File: src/rtl/mux_pipeline_stream_pkg.sv
// mux_pipeline_stream_pkg
//   Shared elaboration-time helpers for the pipelined tree multiplexer:
//   tree depth, select-digit width, per-level lane counts and lane offsets.
//   Pure constant functions; no ports, no state.
package mux_pipeline_stream_pkg;

    // Bits of select consumed by one tree level (radix is a power of 2).
    function automatic int unsigned f_digit_width(input int unsigned radix);
        return $clog2(radix);
    endfunction

    function automatic int unsigned f_ceil_div(input int unsigned a, input int unsigned b);
        return (a + b - 1) / b;
    endfunction

    // Number of inputs seen by tree level 'level' (level 0 sees the lanes).
    function automatic int unsigned f_count_at_level(input int unsigned count,
                                                     input int unsigned radix,
                                                     input int unsigned level);
        int unsigned c;
        c = count;
        for (int unsigned i = 0; i < level; i++) begin
            c = f_ceil_div(c, radix);
        end
        return c;
    endfunction

    // ceil(log_radix(count)), never less than one register level.
    function automatic int unsigned f_levels(input int unsigned count,
                                             input int unsigned radix);
        int unsigned c;
        int unsigned l;
        c = count;
        l = 0;
        while (c > 1) begin
            c = f_ceil_div(c, radix);
            l++;
        end
        if (l == 0) begin
            l = 1;
        end
        return l;
    endfunction

    // LSB position of lane 'lane' in a flattened lane bus.
    function automatic int unsigned f_lane_lsb(input int unsigned lane,
                                               input int unsigned width);
        return lane * width;
    endfunction

endpackage

File: src/rtl/mux_pipeline_stream_stage.sv
// mux_pipeline_stream_stage
//   One registered level of the tree multiplexer. Groups the upstream
//   items in consecutive blocks of MUX_SIZE and picks one per block using
//   select digit sel[LEVEL*D +: D]; the sample's valid, full sel and err
//   travel with the data.
// Ports:
//   clk, rst_n                 clock, asynchronous active-low reset
//   up_valid/up_data/up_sel/up_err   upstream sample
//   up_ready                   this stage loads this cycle
//   dn_valid/dn_data/dn_sel/dn_err   registered sample to the next level
//   dn_ready                   next level (or consumer) loads this cycle
module mux_pipeline_stream_stage
    import mux_pipeline_stream_pkg::*;
#(
    parameter int unsigned WIDTH                = 4,
    parameter int unsigned INPUT_COUNT_AT_LEVEL = 10,
    parameter int unsigned MUX_SIZE             = 2,
    parameter int unsigned LEVEL                = 0,
    parameter int unsigned SEL_W                = 4
) (
    input  logic                                                      clk,
    input  logic                                                      rst_n,
    input  logic                                                      up_valid,
    input  logic [WIDTH*INPUT_COUNT_AT_LEVEL-1:0]                     up_data,
    input  logic [SEL_W-1:0]                                          up_sel,
    input  logic                                                      up_err,
    output logic                                                      up_ready,
    output logic                                                      dn_valid,
    output logic [WIDTH*f_ceil_div(INPUT_COUNT_AT_LEVEL, MUX_SIZE)-1:0] dn_data,
    output logic [SEL_W-1:0]                                          dn_sel,
    output logic                                                      dn_err,
    input  logic                                                      dn_ready
);

    localparam int unsigned OUT_COUNT = f_ceil_div(INPUT_COUNT_AT_LEVEL, MUX_SIZE);
    localparam int unsigned DIGIT_W   = f_digit_width(MUX_SIZE);
    localparam int unsigned PAD_W     = WIDTH * MUX_SIZE * OUT_COUNT;

    logic [PAD_W-1:0]           padded;
    logic [DIGIT_W-1:0]         digit;
    logic [WIDTH*OUT_COUNT-1:0] mux_data;
    logic                       load;

    logic                       valid_q, valid_d;
    logic [WIDTH*OUT_COUNT-1:0] data_q,  data_d;
    logic [SEL_W-1:0]           sel_q,   sel_d;
    logic                       err_q,   err_d;

    // Zero-padding the last partial block makes an out-of-range digit
    // pick zero data without any per-input guard.
    assign padded = PAD_W'(up_data);

    // Digits above SEL_W read as zero because the shift fills with zeros.
    assign digit = DIGIT_W'(up_sel >> (LEVEL * DIGIT_W));

    always_comb begin
        mux_data = '0;
        for (int unsigned g = 0; g < OUT_COUNT; g++) begin
            mux_data[f_lane_lsb(g, WIDTH) +: WIDTH] =
                padded[f_lane_lsb(g * MUX_SIZE + 32'(digit), WIDTH) +: WIDTH];
        end
    end

    assign load = !valid_q || dn_ready;

    always_comb begin
        valid_d = valid_q;
        data_d  = data_q;
        sel_d   = sel_q;
        err_d   = err_q;
        if (load) begin
            valid_d = up_valid;
            if (up_valid) begin
                data_d = up_err ? '0 : mux_data;
                sel_d  = up_sel;
                err_d  = up_err;
            end
        end
    end

    always_ff @(posedge clk or negedge rst_n) begin
        if (!rst_n) begin
            valid_q <= 1'b0;
            data_q  <= '0;
            sel_q   <= '0;
            err_q   <= 1'b0;
        end else begin
            valid_q <= valid_d;
            data_q  <= data_d;
            sel_q   <= sel_d;
            err_q   <= err_d;
        end
    end

    assign up_ready = load;
    assign dn_valid = valid_q;
    assign dn_data  = data_q;
    assign dn_sel   = sel_q;
    assign dn_err   = err_q;

endmodule

File: src/rtl/mux_pipeline_stream.sv
// mux_pipeline_stream
//   Pipelined MUX_SIZE-ary tree multiplexer with a valid/ready stream
//   handshake. One register level per tree level; the select travels with
//   its data, so a new select may be issued every cycle. Selects at or
//   above INPUT_COUNT flag out_err and produce zero data.
// Ports:
//   clk, rst_n            clock, asynchronous active-low reset
//   in_valid, in_ready    input handshake
//   sel                   lane select, sampled with in_valid
//   in                    lanes, lane i at [i*WIDTH +: WIDTH]
//   out_valid, out_ready  output handshake
//   out, out_sel, out_err selected data, its select, out-of-range flag
// Build option:
//   MUX_PIPELINE_STREAM_SKID_EN  adds a 2-entry input skid buffer so that
//   in_ready is a flop output (latency LEVELS+1). Undefined: in_ready is
//   the combinational ready chain (latency LEVELS).
module mux_pipeline_stream
    import mux_pipeline_stream_pkg::*;
#(
    parameter  int unsigned WIDTH       = 4,
    parameter  int unsigned INPUT_COUNT = 10,
    parameter  int unsigned MUX_SIZE    = 2,
    localparam int unsigned SEL_W       = $clog2(INPUT_COUNT),
    localparam int unsigned LEVELS      = f_levels(INPUT_COUNT, MUX_SIZE)
) (
    input  logic                         clk,
    input  logic                         rst_n,
    input  logic                         in_valid,
    output logic                         in_ready,
    input  logic [SEL_W-1:0]             sel,
    input  logic [WIDTH*INPUT_COUNT-1:0] in,
    output logic                         out_valid,
    input  logic                         out_ready,
    output logic [WIDTH-1:0]             out,
    output logic [SEL_W-1:0]             out_sel,
    output logic                         out_err
);

    localparam int unsigned BUS_W = WIDTH * INPUT_COUNT;

    logic             src_valid;
    logic [BUS_W-1:0] src_data;
    logic [SEL_W-1:0] src_sel;
    logic             src_err;
    logic             src_ready;

`ifdef MUX_PIPELINE_STREAM_SKID_EN
    logic             buf_valid_q,  buf_valid_d;
    logic [BUS_W-1:0] buf_data_q,   buf_data_d;
    logic [SEL_W-1:0] buf_sel_q,    buf_sel_d;
    logic             skid_valid_q, skid_valid_d;
    logic [BUS_W-1:0] skid_data_q,  skid_data_d;
    logic [SEL_W-1:0] skid_sel_q,   skid_sel_d;
    logic             in_ready_q,   in_ready_d;
    logic             push;
    logic             pop;

    assign push = in_valid && in_ready_q;
    assign pop  = buf_valid_q && src_ready;

    // buf feeds the tree; skid only catches the sample accepted in the
    // cycle that downstream stalled, which is what lets in_ready be a flop.
    always_comb begin
        buf_valid_d  = buf_valid_q;
        buf_data_d   = buf_data_q;
        buf_sel_d    = buf_sel_q;
        skid_valid_d = skid_valid_q;
        skid_data_d  = skid_data_q;
        skid_sel_d   = skid_sel_q;
        if (skid_valid_q) begin
            if (pop) begin
                buf_data_d   = skid_data_q;
                buf_sel_d    = skid_sel_q;
                skid_valid_d = 1'b0;
            end
        end else begin
            if (pop) begin
                buf_valid_d = 1'b0;
            end
            if (push) begin
                if (!buf_valid_q || pop) begin
                    buf_valid_d = 1'b1;
                    buf_data_d  = in;
                    buf_sel_d   = sel;
                end else begin
                    skid_valid_d = 1'b1;
                    skid_data_d  = in;
                    skid_sel_d   = sel;
                end
            end
        end
        in_ready_d = !skid_valid_d;
    end

    always_ff @(posedge clk or negedge rst_n) begin
        if (!rst_n) begin
            buf_valid_q  <= 1'b0;
            buf_data_q   <= '0;
            buf_sel_q    <= '0;
            skid_valid_q <= 1'b0;
            skid_data_q  <= '0;
            skid_sel_q   <= '0;
            in_ready_q   <= 1'b1;
        end else begin
            buf_valid_q  <= buf_valid_d;
            buf_data_q   <= buf_data_d;
            buf_sel_q    <= buf_sel_d;
            skid_valid_q <= skid_valid_d;
            skid_data_q  <= skid_data_d;
            skid_sel_q   <= skid_sel_d;
            in_ready_q   <= in_ready_d;
        end
    end

    assign src_valid = buf_valid_q;
    assign src_data  = buf_data_q;
    assign src_sel   = buf_sel_q;
    assign in_ready  = in_ready_q;
`else
    assign src_valid = in_valid;
    assign src_data  = in;
    assign src_sel   = sel;
    assign in_ready  = src_ready;
`endif

    assign src_err = (32'(src_sel) >= INPUT_COUNT);

    for (genvar k = 0; k < LEVELS; k++) begin : g_lvl
        localparam int unsigned CNT_IN  = f_count_at_level(INPUT_COUNT, MUX_SIZE, k);
        localparam int unsigned CNT_OUT = f_ceil_div(CNT_IN, MUX_SIZE);

        logic                      up_valid;
        logic [WIDTH*CNT_IN-1:0]   up_data;
        logic [SEL_W-1:0]          up_sel;
        logic                      up_err;
        logic                      up_ready;
        logic                      dn_valid;
        logic [WIDTH*CNT_OUT-1:0]  dn_data;
        logic [SEL_W-1:0]          dn_sel;
        logic                      dn_err;
        logic                      dn_ready;

        if (k == 0) begin : g_head
            assign up_valid  = src_valid;
            assign up_data   = src_data;
            assign up_sel    = src_sel;
            assign up_err    = src_err;
            assign src_ready = up_ready;
        end else begin : g_body
            assign up_valid = g_lvl[k-1].dn_valid;
            assign up_data  = g_lvl[k-1].dn_data;
            assign up_sel   = g_lvl[k-1].dn_sel;
            assign up_err   = g_lvl[k-1].dn_err;
        end

        if (k == LEVELS - 1) begin : g_tail
            assign dn_ready  = out_ready;
            assign out_valid = dn_valid;
            assign out       = dn_data;
            assign out_sel   = dn_sel;
            assign out_err   = dn_err;
        end else begin : g_link
            assign dn_ready = g_lvl[k+1].up_ready;
        end

        mux_pipeline_stream_stage #(
            .WIDTH               (WIDTH),
            .INPUT_COUNT_AT_LEVEL(CNT_IN),
            .MUX_SIZE            (MUX_SIZE),
            .LEVEL               (k),
            .SEL_W               (SEL_W)
        ) u_stage (
            .clk     (clk),
            .rst_n   (rst_n),
            .up_valid(up_valid),
            .up_data (up_data),
            .up_sel  (up_sel),
            .up_err  (up_err),
            .up_ready(up_ready),
            .dn_valid(dn_valid),
            .dn_data (dn_data),
            .dn_sel  (dn_sel),
            .dn_err  (dn_err),
            .dn_ready(dn_ready)
        );
    end

endmodule
File: config.mk
export PLATFORM = sky130hd
export DESIGN_NAME = mux_pipeline_stream
export DESIGN_NICKNAME = d
export VERILOG_FILES = /design/src/rtl/mux_pipeline_stream_pkg.sv /design/src/rtl/mux_pipeline_stream_stage.sv /design/src/rtl/mux_pipeline_stream.sv
export SDC_FILE = /design/constraint.sdc
export NUM_CORES = 1
export LEC_CHECK = 0
export ABC_AREA = 1
export BUFFER_PORTS_ARGS = -buffer_cell sky130_fd_sc_hd__buf_2
export CAP_MARGIN = 20
export CORE_MARGIN = 2
export CORE_UTILIZATION = 55
export DETAILED_ROUTE_END_ITERATION = 16
export PLACE_DENSITY_LB_ADDON = 0.12
export SYNTH_ARGS = -nofsm -noshare
export SYNTH_HDL_FRONTEND = slang
export SYNTH_HIERARCHICAL = 1
export SYNTH_SLANG_ARGS = --single-unit
File: constraint.sdc
create_clock -name clk -period 2 [get_ports clk]
set_input_delay 0.1 -clock clk [delete_from_list [all_inputs] [get_ports clk]]
set_output_delay 0.1 -clock clk [all_outputs]
set_load 0.005 [all_outputs]
# Yosys cells after proc, flatten, opt, wreduce, memory -nomap -nowiden
# Index checks and enable logic that the tools add are counted.
# word_totals
reg_bits,68
latch_bits,0
mem_bits_rw,0
mem_bits_ro,0
output_inout_bits,11
mem_count,0
# op_classes
addsub,7
n_mul,0
n_div,0
n_lt_le_gt_ge,1
n_eq_ne,0
shift,11
mux,4
bitwise,0
n_reduce_logical,12
# op_table
cell,count
40-bit by 33-bit variable part select with 4-bit output,4
24-bit by 33-bit variable part select with 4-bit output,2
40-bit by 4-bit variable part select with 4-bit output,1
16-bit by 33-bit variable part select with 4-bit output,1
24-bit by 4-bit variable part select with 4-bit output,1
20-bit 2-to-1 mux,1
16-bit by 4-bit variable part select with 4-bit output,1
3-bit by 1-bit adder with 4-bit output (first input constant),3
12-bit 2-to-1 mux,1
2-bit by 1-bit adder with 3-bit output (first input constant),3
8-bit 2-to-1 mux,1
2-bit AND reduction,4
8-bit by 4-bit variable part select with 4-bit output,1
4-bit by 1-bit adder with 5-bit output (first input constant),1
4-bit >= comparator (second input constant),1
1-bit logical NOT,4
1-bit logical OR,4
4-bit 2-to-1 mux,1

# Logic depth before layout (Yosys ltp)
# Gate-level depths: netlist of the first run.
# logic_depth
word_depth,6
mapped_depth,12
mapped_depth_nobuf,11

# By module
# The synthesis of the first run kept the hierarchy.
# by_module_without_submodules
module,n_inst,cells_each,area_per_inst_um2,seq_area_each_um2
mux_pipeline_stream_stage at g_lvl[0].u_stage,1,177,1290.0,650.6
mux_pipeline_stream_stage at g_lvl[1].u_stage,1,104,833.3,450.4
mux_pipeline_stream_stage at g_lvl[2].u_stage,1,73,621.8,350.3
mux_pipeline_stream_stage at g_lvl[3].u_stage,1,56,452.9,250.2
mux_pipeline_stream,1,3,11.3,0.0

# Least setup slack after synthesis of the first run
# OpenSTA, ideal clock, no wires.
# synth_timing
kind,reg-to-reg
startpoint,register g_lvl[3].u_stage.valid_q
endpoint,register g_lvl[0].u_stage.data_q[0]
setup_time_ns,0.065
arrival_ns,1.358
t_required_ns,1.935
slack_ns,0.577
stages_incl_launch_ff,12
n_path_buf,1
synth_period_minus_slack_ns,1.423
path_cell_list,dfrtp_1 nand2_2 inv_1 nand2_2 inv_1 nand2_2 inv_1 nand2_2 nand2_2 buf_6 nand2_1 nand2_1
# synth_between
elab_chain_len,6
# synth_rtl
element,line_no,rtl
"start, declared",mux_pipeline_stream_stage.sv:44,"logic valid_q, valid_d;"
"start signal, assigned",mux_pipeline_stream_stage.sv:88,valid_q <= valid_d;
1-bit logical NOT,mux_pipeline_stream_stage.sv:64,assign load = !valid_q || dn_ready;
1-bit logical OR,mux_pipeline_stream_stage.sv:64,
net g_lvl[2].dn_ready,mux_pipeline_stream.sv:141,logic dn_ready;
1-bit logical OR,mux_pipeline_stream_stage.sv:64,
net g_lvl[1].dn_ready,mux_pipeline_stream.sv:141,
1-bit logical OR,mux_pipeline_stream_stage.sv:64,
net g_lvl[0].dn_ready,mux_pipeline_stream.sv:141,
1-bit logical OR,mux_pipeline_stream_stage.sv:64,
net in_ready,mux_pipeline_stream.sv:29,"output logic in_ready,"
2-bit AND reduction (no source line),-,
"end signal, assigned",mux_pipeline_stream_stage.sv:89,data_q <= data_d;
"end, declared",mux_pipeline_stream_stage.sv:45,"logic [WIDTH*OUT_COUNT-1:0] data_q, data_d;"
# The timed path passes the listed nets, and every way through them passes these cells.
# A chain may end at the register's enable or synchronous reset.

# Final worst setup path of the first run
# layout_timing
startpoint,register g_lvl[3].u_stage.valid_q
endpoint,output port in_ready
# layout_between
elab_chain_len,5
# layout_rtl
element,line_no
1-bit logical NOT,mux_pipeline_stream_stage.sv:64
1-bit logical OR,mux_pipeline_stream_stage.sv:64
net g_lvl[2].dn_ready,mux_pipeline_stream.sv:141
1-bit logical OR,mux_pipeline_stream_stage.sv:64
net g_lvl[1].dn_ready,mux_pipeline_stream.sv:141
1-bit logical OR,mux_pipeline_stream_stage.sv:64
net g_lvl[0].dn_ready,mux_pipeline_stream.sv:141
1-bit logical OR,mux_pipeline_stream_stage.sv:64
"end, declared",mux_pipeline_stream.sv:29
# The timed path passes the listed nets, and every way through them passes these cells.

==> results.sh, run 1 <==
export IMPL_wl_mm=6.15
export IMPL_reg2reg_depth=9
export IMPL_hold_path_class="input pin to flop"
export IMPL_skew_ns=0.00866
export IMPL_gp_congestion=0.788
export IMPL_p_leak_nw=2.15
export IMPL_overflow=0
export IMPL_path_cells="nand2_2 -> inv_1 -> nand2_2 -> inv_1 -> nand2_2 -> inv_1 -> nand2_2 -> buf_2"
export IMPL_dr_wl_met2_mm=2.89
export IMPL_final_util=0.668
export IMPL_avgRoutedWirePerCell_um=11.2
export IMPL_relSlewSlack=0.608
export IMPL_top_layer_used="met4"
export IMPL_max_stage_delay_ns=0.40
export IMPL_p_sw_mw=1.06
export IMPL_yosys_warnings=6
export IMPL_drt_iter0_markers=112
export IMPL_antenna_cells=0
export IMPL_crit_cells=8
export IMPL_r2r_start="g_lvl[3].u_stage/dn_valid"
export IMPL_timing_worst_setup_path_type="flop to output port"
export IMPL_cts_htree_levels=3
export IMPL_synthAdderAreaFrac=0
export IMPL_cts_buffers=9
export IMPL_cp_max_fo=3
export IMPL_cp_end_kind="output port"
export IMPL_ys_seq_elements=68
export IMPL_synth_async_sr_flop_share=1.00
export IMPL_maxCapViolations=0
export IMPL_arrival_ns=1.63
export IMPL_start_kind="flop"
export IMPL_postSynthCellCount=413
export IMPL_worstSetupEndpoint="in_ready"
export IMPL_final_nets=520
export IMPL_drive_gt1_frac=0.202
export IMPL_synth_simple_gate_area_frac=0.363
export IMPL_crit_top_cell="nand2_2"
export IMPL_die_area_um2=6460
export IMPL_crit_family="buffers and inverters"
export IMPL_fp_coreArea_um2=5570
export IMPL_worstPathRequired_ns=1.90
export IMPL_die_width_um=80.4
export IMPL_area_growth_syn_to_layout_pct=16.0
export IMPL_clkTransAtPathRegs_ns=0.06
export IMPL_tns_ns=0
export IMPL_layout_min_cycle_time_ns=1.73
export IMPL_synth_cell_area_um2=3210
export IMPL_dp_slack_ns=0.313
export IMPL_slew_violations=0
export IMPL_seqPwrFrac=0.507
export IMPL_cts_buffer_depth=2
export IMPL_cts_tree="built"
export IMPL_outcome="completed"
export IMPL_swShare=0.300
export IMPL_grt_max_degree=46
export IMPL_wl_met1_mm=2.90
export IMPL_rsz0062_at_grt="false"
export IMPL_dpl_hpwl_mm=4.25
export IMPL_reg2reg_to="g_lvl[0].u_stage/dn_data[16]"
export IMPL_grt_pass1_vias=2519
export IMPL_synth_edf_count=0
export IMPL_dr_pass1_iters=4
export IMPL_post_cts_setup_buffer_count=0
export IMPL_start_util=0.576
export IMPL_power_density_nw_per_um2=953
export IMPL_worstSetupStartpoint="g_lvl[3].u_stage/dn_valid"
export IMPL_vias=2623
export IMPL_setup_violations=0
export IMPL_cts_root_buffer="clkbuf_8"
export IMPL_p_comb_frac=0.200
export IMPL_ys_types=20
export IMPL_synth_top_family_by_area="simple AND/OR/NAND/NOR gates"
export IMPL_track_usage=0.219
export IMPL_port_buffers=58
export IMPL_synth_area_leader_cell="dfrtp_1"
export IMPL_synth_top_area_share=0.530
export IMPL_clock_sinks=68
export IMPL_wl_met3_um=295
export IMPL_worstMarginPinSlew_ns=0.587
export IMPL_post_route_period_util=0.867
export IMPL_power_share_clock=0.293
export IMPL_hold_violations=0
export IMPL_drtAntennaViolNets=0
export IMPL_cell_internal_pwr_mw=2.48
export IMPL_clkLatencyLatePin_ns=0.33
export IMPL_via_per_inst=4.79
export IMPL_synth_most_common_cell="nand2_1"
export IMPL_max_freq_mhz=577
export IMPL_fillCellCount=484
export IMPL_antenna_found_initial=0
export IMPL_grt_pass1_wl_mm=10.8
export IMPL_avgSynthCellArea_um2=7.77
export IMPL_worst_slack_ns=0.266
export IMPL_muxShareOfSynthArea=0
export IMPL_synth_main_ff_cell="dfrtp_1"
export IMPL_yosys_top_cells_count="245 x nand2_1, 68 x dfrtp_1, 36 x nand3_1"
export IMPL_ir_worst_vdd_uv=437
export IMPL_drc=0
export IMPL_synthXorXnorAreaFrac=0
export IMPL_syn_nets=461
export IMPL_path_buf_inv=4
export IMPL_rows=27
export IMPL_synth_area_leaders="dfrtp_1 53%, nand2_1 29%, nand3_1 5.6%"
export IMPL_ys_seq_area_frac=0.530
export IMPL_pin_count=59
export IMPL_crit_slowest_cell="dfrtp_1"
export IMPL_synth_compound_area_frac=0.0464
export IMPL_fp_dieH_um=80.4
export IMPL_r2r_slack_ns=0.31
[registers in the layout (all words and copies together), names as in the netlist]
register                flops
g_lvl.u_stage/dn_sel       16
g_lvl.u_stage/dn_valid      4
g_lvl.u_stage/dn_err        4
g_lvl.u_stage/dn_data      44
[worst min-delay path: stages]
cell	delay, ns
buf_2	0.07
inv_1	0.05
nand2_2	0.07
nand2_1	0.04
[area by class of cell]
cell class,count,area [um2],share of cell area
Sequential cell,68,1700,0.457
Timing Repair Buffer,63,350,0.0941
Clock buffer,14,183,0.0491
Tap cell,72,90.1,0.0242
Clock inverter,1,5.00,0.00134
Multi-Input combinational cell,313,1330,0.357
Inverter,17,63.8,0.0171
[layer usage]
| metal | track usage | up-vias |
|---|---|---|
| met4 | 0.0797 | 0 |
| met2 | 0.367 | 70 |
| met5 | 0 | - |
| met3 | 0.0618 | 5 |
| met1 | 0.270 | 1151 |
| li1 | - | 1397 |
[stage by stage]
step / instance area (um2) / power (mW) / hold WS, ns / std cells
6_report: 3720 / 3.55 / 0.0455 / 548
2_1_floorplan: 3210 / 2.31 / -0.196 / 413
4_1_cts: 3710 / 3.57 / 0.0269 / 547
3_3_place_gp: 3480 / 2.49 / 0.121 / 528
3_5_place_dp: 3480 / 2.52 / 0.124 / 528
5_1_grt: 3720 / 3.80 / 0.0486 / 548
[how the worst min path moves through the flow]
| stage | end | from | slack, ns | cells past startpoint |
|---|---|---|---|---|
| 3_5_place_dp | g_lvl[3].u_stage/dn_err | rst_n | 0.12 | 1 |
| 3_3_place_gp | g_lvl[3].u_stage/dn_valid | rst_n | 0.12 | 1 |
| 5_1_grt | g_lvl[3].u_stage/dn_valid | out_ready | 0.05 | 4 |
| 6_report | g_lvl[3].u_stage/dn_valid | out_ready | 0.05 | 4 |
| 2_1_floorplan | g_lvl[0].u_stage/dn_data[0] | rst_n | -0.20 | 0 |
| 4_1_cts | g_lvl[3].u_stage/dn_valid | out_ready | 0.03 | 4 |
[power by group through the flow]
stage	clock network (mW)	logic, mW	registers, mW
global placement	0	0.685	1.81
detailed placement	0	0.699	1.82
floorplan	0	0.525	1.79
finish	1.04	0.710	1.80
CTS	1.06	0.709	1.80
global route	1.13	0.842	1.83
[cells by family after synthesis]
kind of cell,count (synthesis)
buf+inv,33
simple gates,292
flops,68
compound gates,20
[cell usage in the layout, fill, tap and decap left out]
cell type | Yosys | layout
o21ai_0 | 2 | 2
clkbuf_1 | 2 | 1
clkinv_1 | 1 | 1
inv_2 | 3 | 3
nor2_2 | 1 | 1
nand2_2 | 6 | 5
clkinv_2 | 0 | 1
dlygate4sd3_1 | 0 | 4
o21ai_1 | 7 | 7
a21oi_4 | 1 | 1
nand2_4 | 1 | 2
a21oi_2 | 3 | 4
nor2_1 | 3 | 3
nand3_1 | 36 | 36
clkbuf_8 | 0 | 13
buf_2 | 4 | 58
dfrtp_1 | 68 | 68
o21ai_2 | 7 | 7
nand2_1 | 245 | 245
buf_12 | 0 | 1
inv_1 | 13 | 13
[repair_timing]
action | in CTS | in global routing
endpoints found under the setup margin | 0 | 1
endpoints found under the hold margin | 26 | 0
hold buffers | 4 | 0
resized for setup | 0 | 1
(Power assumes the default switching activity.)
==> run 2: changes to the inputs <==
Settings changed: PLACE_DENSITY set to 0.9, PLACE_DENSITY_LB_ADDON 0.12 to not set, SYNTH_HIERARCHICAL 1 to not set.
==> run 2 against run 1 <==
- final cell count up 6.4%
- non-clock buffer count increased by 3
- fmax up 17%
- power rose by 21%
- synthesized cell count up 8.5%
- largest power group unchanged
==> results.sh, run 2 <==
export IMPL_cp_max_fo=16
export IMPL_rows=28
export IMPL_arrival_ns=1.39
export IMPL_avgSynthCellArea_um2=7.44
export IMPL_grt_pass1_wl_mm=10.6
export IMPL_vias=2751
export IMPL_area_growth_syn_to_layout_pct=16.2
export IMPL_cts_root_buffer="clkbuf_8"
export IMPL_max_freq_mhz=673
export IMPL_hold_path_class="input pin to flop"
export IMPL_overflow=0
export IMPL_fillCellCount=499
export IMPL_ir_worst_vdd_uv=649
export IMPL_pin_count=59
export IMPL_whs_ns=0.0226
export IMPL_power_mw=4.28
export IMPL_postSynthCellCount=448
export IMPL_antenna_cells=0
export IMPL_gp_congestion=0.793
export IMPL_avgRoutedWirePerCell_um=10.3
export IMPL_synth_edf_count=0
export IMPL_setup_violations=0
export IMPL_grt_pass1_vias=2517
export IMPL_worstMarginPinSlew_ns=0.802
export IMPL_largest_reg_flops=44
export IMPL_grt_max_degree=69
export IMPL_via_per_inst=4.72
export IMPL_fp_coreArea_um2=5890
export IMPL_drive_gt1_frac=0.171
export IMPL_crit_slowest_cell="dlygate4sd3_1"
export IMPL_start_kind="input pin"
export IMPL_synth_area_leaders="dfrtp_1 51%, nand2_1 20%, inv_1 7.0%"
export IMPL_post_route_period_util=0.743
export IMPL_worstPathRequired_ns=1.90
export IMPL_relSlewSlack=0.465
export IMPL_clock_sinks=68
export IMPL_path_cells="dlygate4sd3_1 -> buf_2 -> nor2_4 -> nand4_4 -> buf_2"
export IMPL_antenna_found_initial=0
export IMPL_ys_seq_area_frac=0.511
export IMPL_wl_mm=5.98
export IMPL_power_density_nw_per_um2=1110
export IMPL_die_area_um2=6700
export IMPL_yosys_warnings=0
export IMPL_tns_ns=0
export IMPL_final_cell_mix="179 x nand2_1, 68 x dfrtp_1, 62 x inv_1"
export IMPL_clkTransAtPathRegs_ns=0.06
export IMPL_rsz0062_at_grt="false"
export IMPL_slew_violations=0
export IMPL_cts_buffers=9
export IMPL_track_usage=0.206
export IMPL_crit_top_cell="buf_2"
export IMPL_dpl_hpwl_mm=4.42
export IMPL_synth_main_ff_cell="dfrtp_1"
export IMPL_ys_types=21
export IMPL_skew_ns=0.0102
export IMPL_final_nets=551
export IMPL_synth_area_leader_cell="dfrtp_1"
export IMPL_dr_pass1_iters=4
export IMPL_synth_cell_area_um2=3330
export IMPL_cts_buffer_depth=2
export IMPL_port_buffers=58
export IMPL_synth_most_common_cell="nand2_1"
export IMPL_hold_violations=0
export IMPL_layout_min_cycle_time_ns=1.49
export IMPL_maxCapViolations=0
export IMPL_timing_worst_setup_path_type="input pin to output port"
export IMPL_syn_nets=496
export IMPL_max_stage_delay_ns=0.53
export IMPL_die_width_um=81.9
export IMPL_clkLatencyLatePin_ns=0.34
export IMPL_cts_tree="built"
export IMPL_start_util=0.566
export IMPL_final_common_cell="nand2_1"
export IMPL_p_leak_nw=2.20
export IMPL_synth_async_sr_flop_share=1.00
export IMPL_outcome="completed"
export IMPL_ys_seq_elements=68
export IMPL_fp_dieH_um=81.9
export IMPL_yosys_top_cells_count="179 x nand2_1, 68 x dfrtp_1, 62 x inv_1"
export IMPL_cp_end_kind="output port"
export IMPL_drt_iter0_markers=170
export IMPL_drtAntennaViolNets=0
export IMPL_synth_top_area_share=0.511
export IMPL_cts_htree_levels=3
export IMPL_drc=0
## run 2: changes by cell type in the layout (fill, tap and decap cells not counted), moves of 5 or more
cell	before	now
nand2_2	5	0
o21ai_0	2	30
nand2_1	245	179
buf_4	0	5
o21ai_2	7	0
o211ai_1	0	12
nor2_1	3	25
inv_1	13	62
nand3_1	36	29
## run 2: stage by stage
step	worst slack, ns	instances	area, um2	util
2_1_floorplan	0.828	448	3330	-
3_3_place_gp	0.728	564	3650	0.620
3_5_place_dp	0.639	564	3650	0.620
4_1_cts	0.503	583	3870	0.658
5_1_grt	0.455	583	3870	0.658
6_report	0.513	583	3870	0.658
## run 2: logic make-up after synthesis
| group | synth area share |
|---|---|
| buffers and inverters | 0.105 |
| AND/OR/NAND/NOR | 0.297 |
| AO/OA/AOI/OAI | 0.0878 |
| flip-flops | 0.511 |
## run 2: layout make-up
type                            count  area (um2)  area share
Clock buffer                       12         145      0.0375
Tap cell                           75        93.8      0.0242
Sequential cell                    68        1700       0.439
Multi-Input combinational cell    293        1280       0.331
Clock inverter                      4        48.8      0.0126
Timing Repair Buffer               66         358      0.0924
Inverter                           65         244      0.0630
## run 2: worst max-delay path: cells and delay by family
family        cells  cell delay (ns)
buf+inv           3             0.89
simple gates      2             0.39
## run 2: worst paths after layout
check | from | endpoint | slack (ns) | depth (start not counted)
max in group asynchronous | rst_n | g_lvl[1].u_stage.dn_data[2] | 0.99 | 3
max | out_ready | in_ready | 0.51 | 5
min in group asynchronous | rst_n | g_lvl[3].u_stage.dn_sel[2] | 0.46 | 3
max reg2reg | g_lvl[2].u_stage.dn_valid | g_lvl[3].u_stage.dn_data[0] | 0.65 | 4
min | sel[2] | g_lvl[0].u_stage.dn_sel[2] | 0.02 | 3
min reg2reg | g_lvl[0].u_stage.dn_data[13] | g_lvl[0].u_stage.dn_data[13] | 0.47 | 2
## run 2: layer usage
layer	up-vias	GRT usage	wire, um
met5	-	0	0
met2	78	0.355	2790
li1	1476	-	-
met3	10	0.0516	315
met1	1187	0.247	2760
met4	0	0.0850	111
## run 2: timing repair
item                      4_1_cts  5_1_grt
setup buffers                   0        0
hold buffers                    3        0
hold endpoints to repair       70        0
resized for setup               0        0
## run 2: where the power goes
part / internal (mW) / switching, mW / total [mW] / leakage (nW)
combinational: 0.461 / 0.674 / 1.13 / 1.24
sequential: 1.78 / 0.272 / 2.05 / 0.867
clock: 0.608 / 0.491 / 1.10 / 0.100
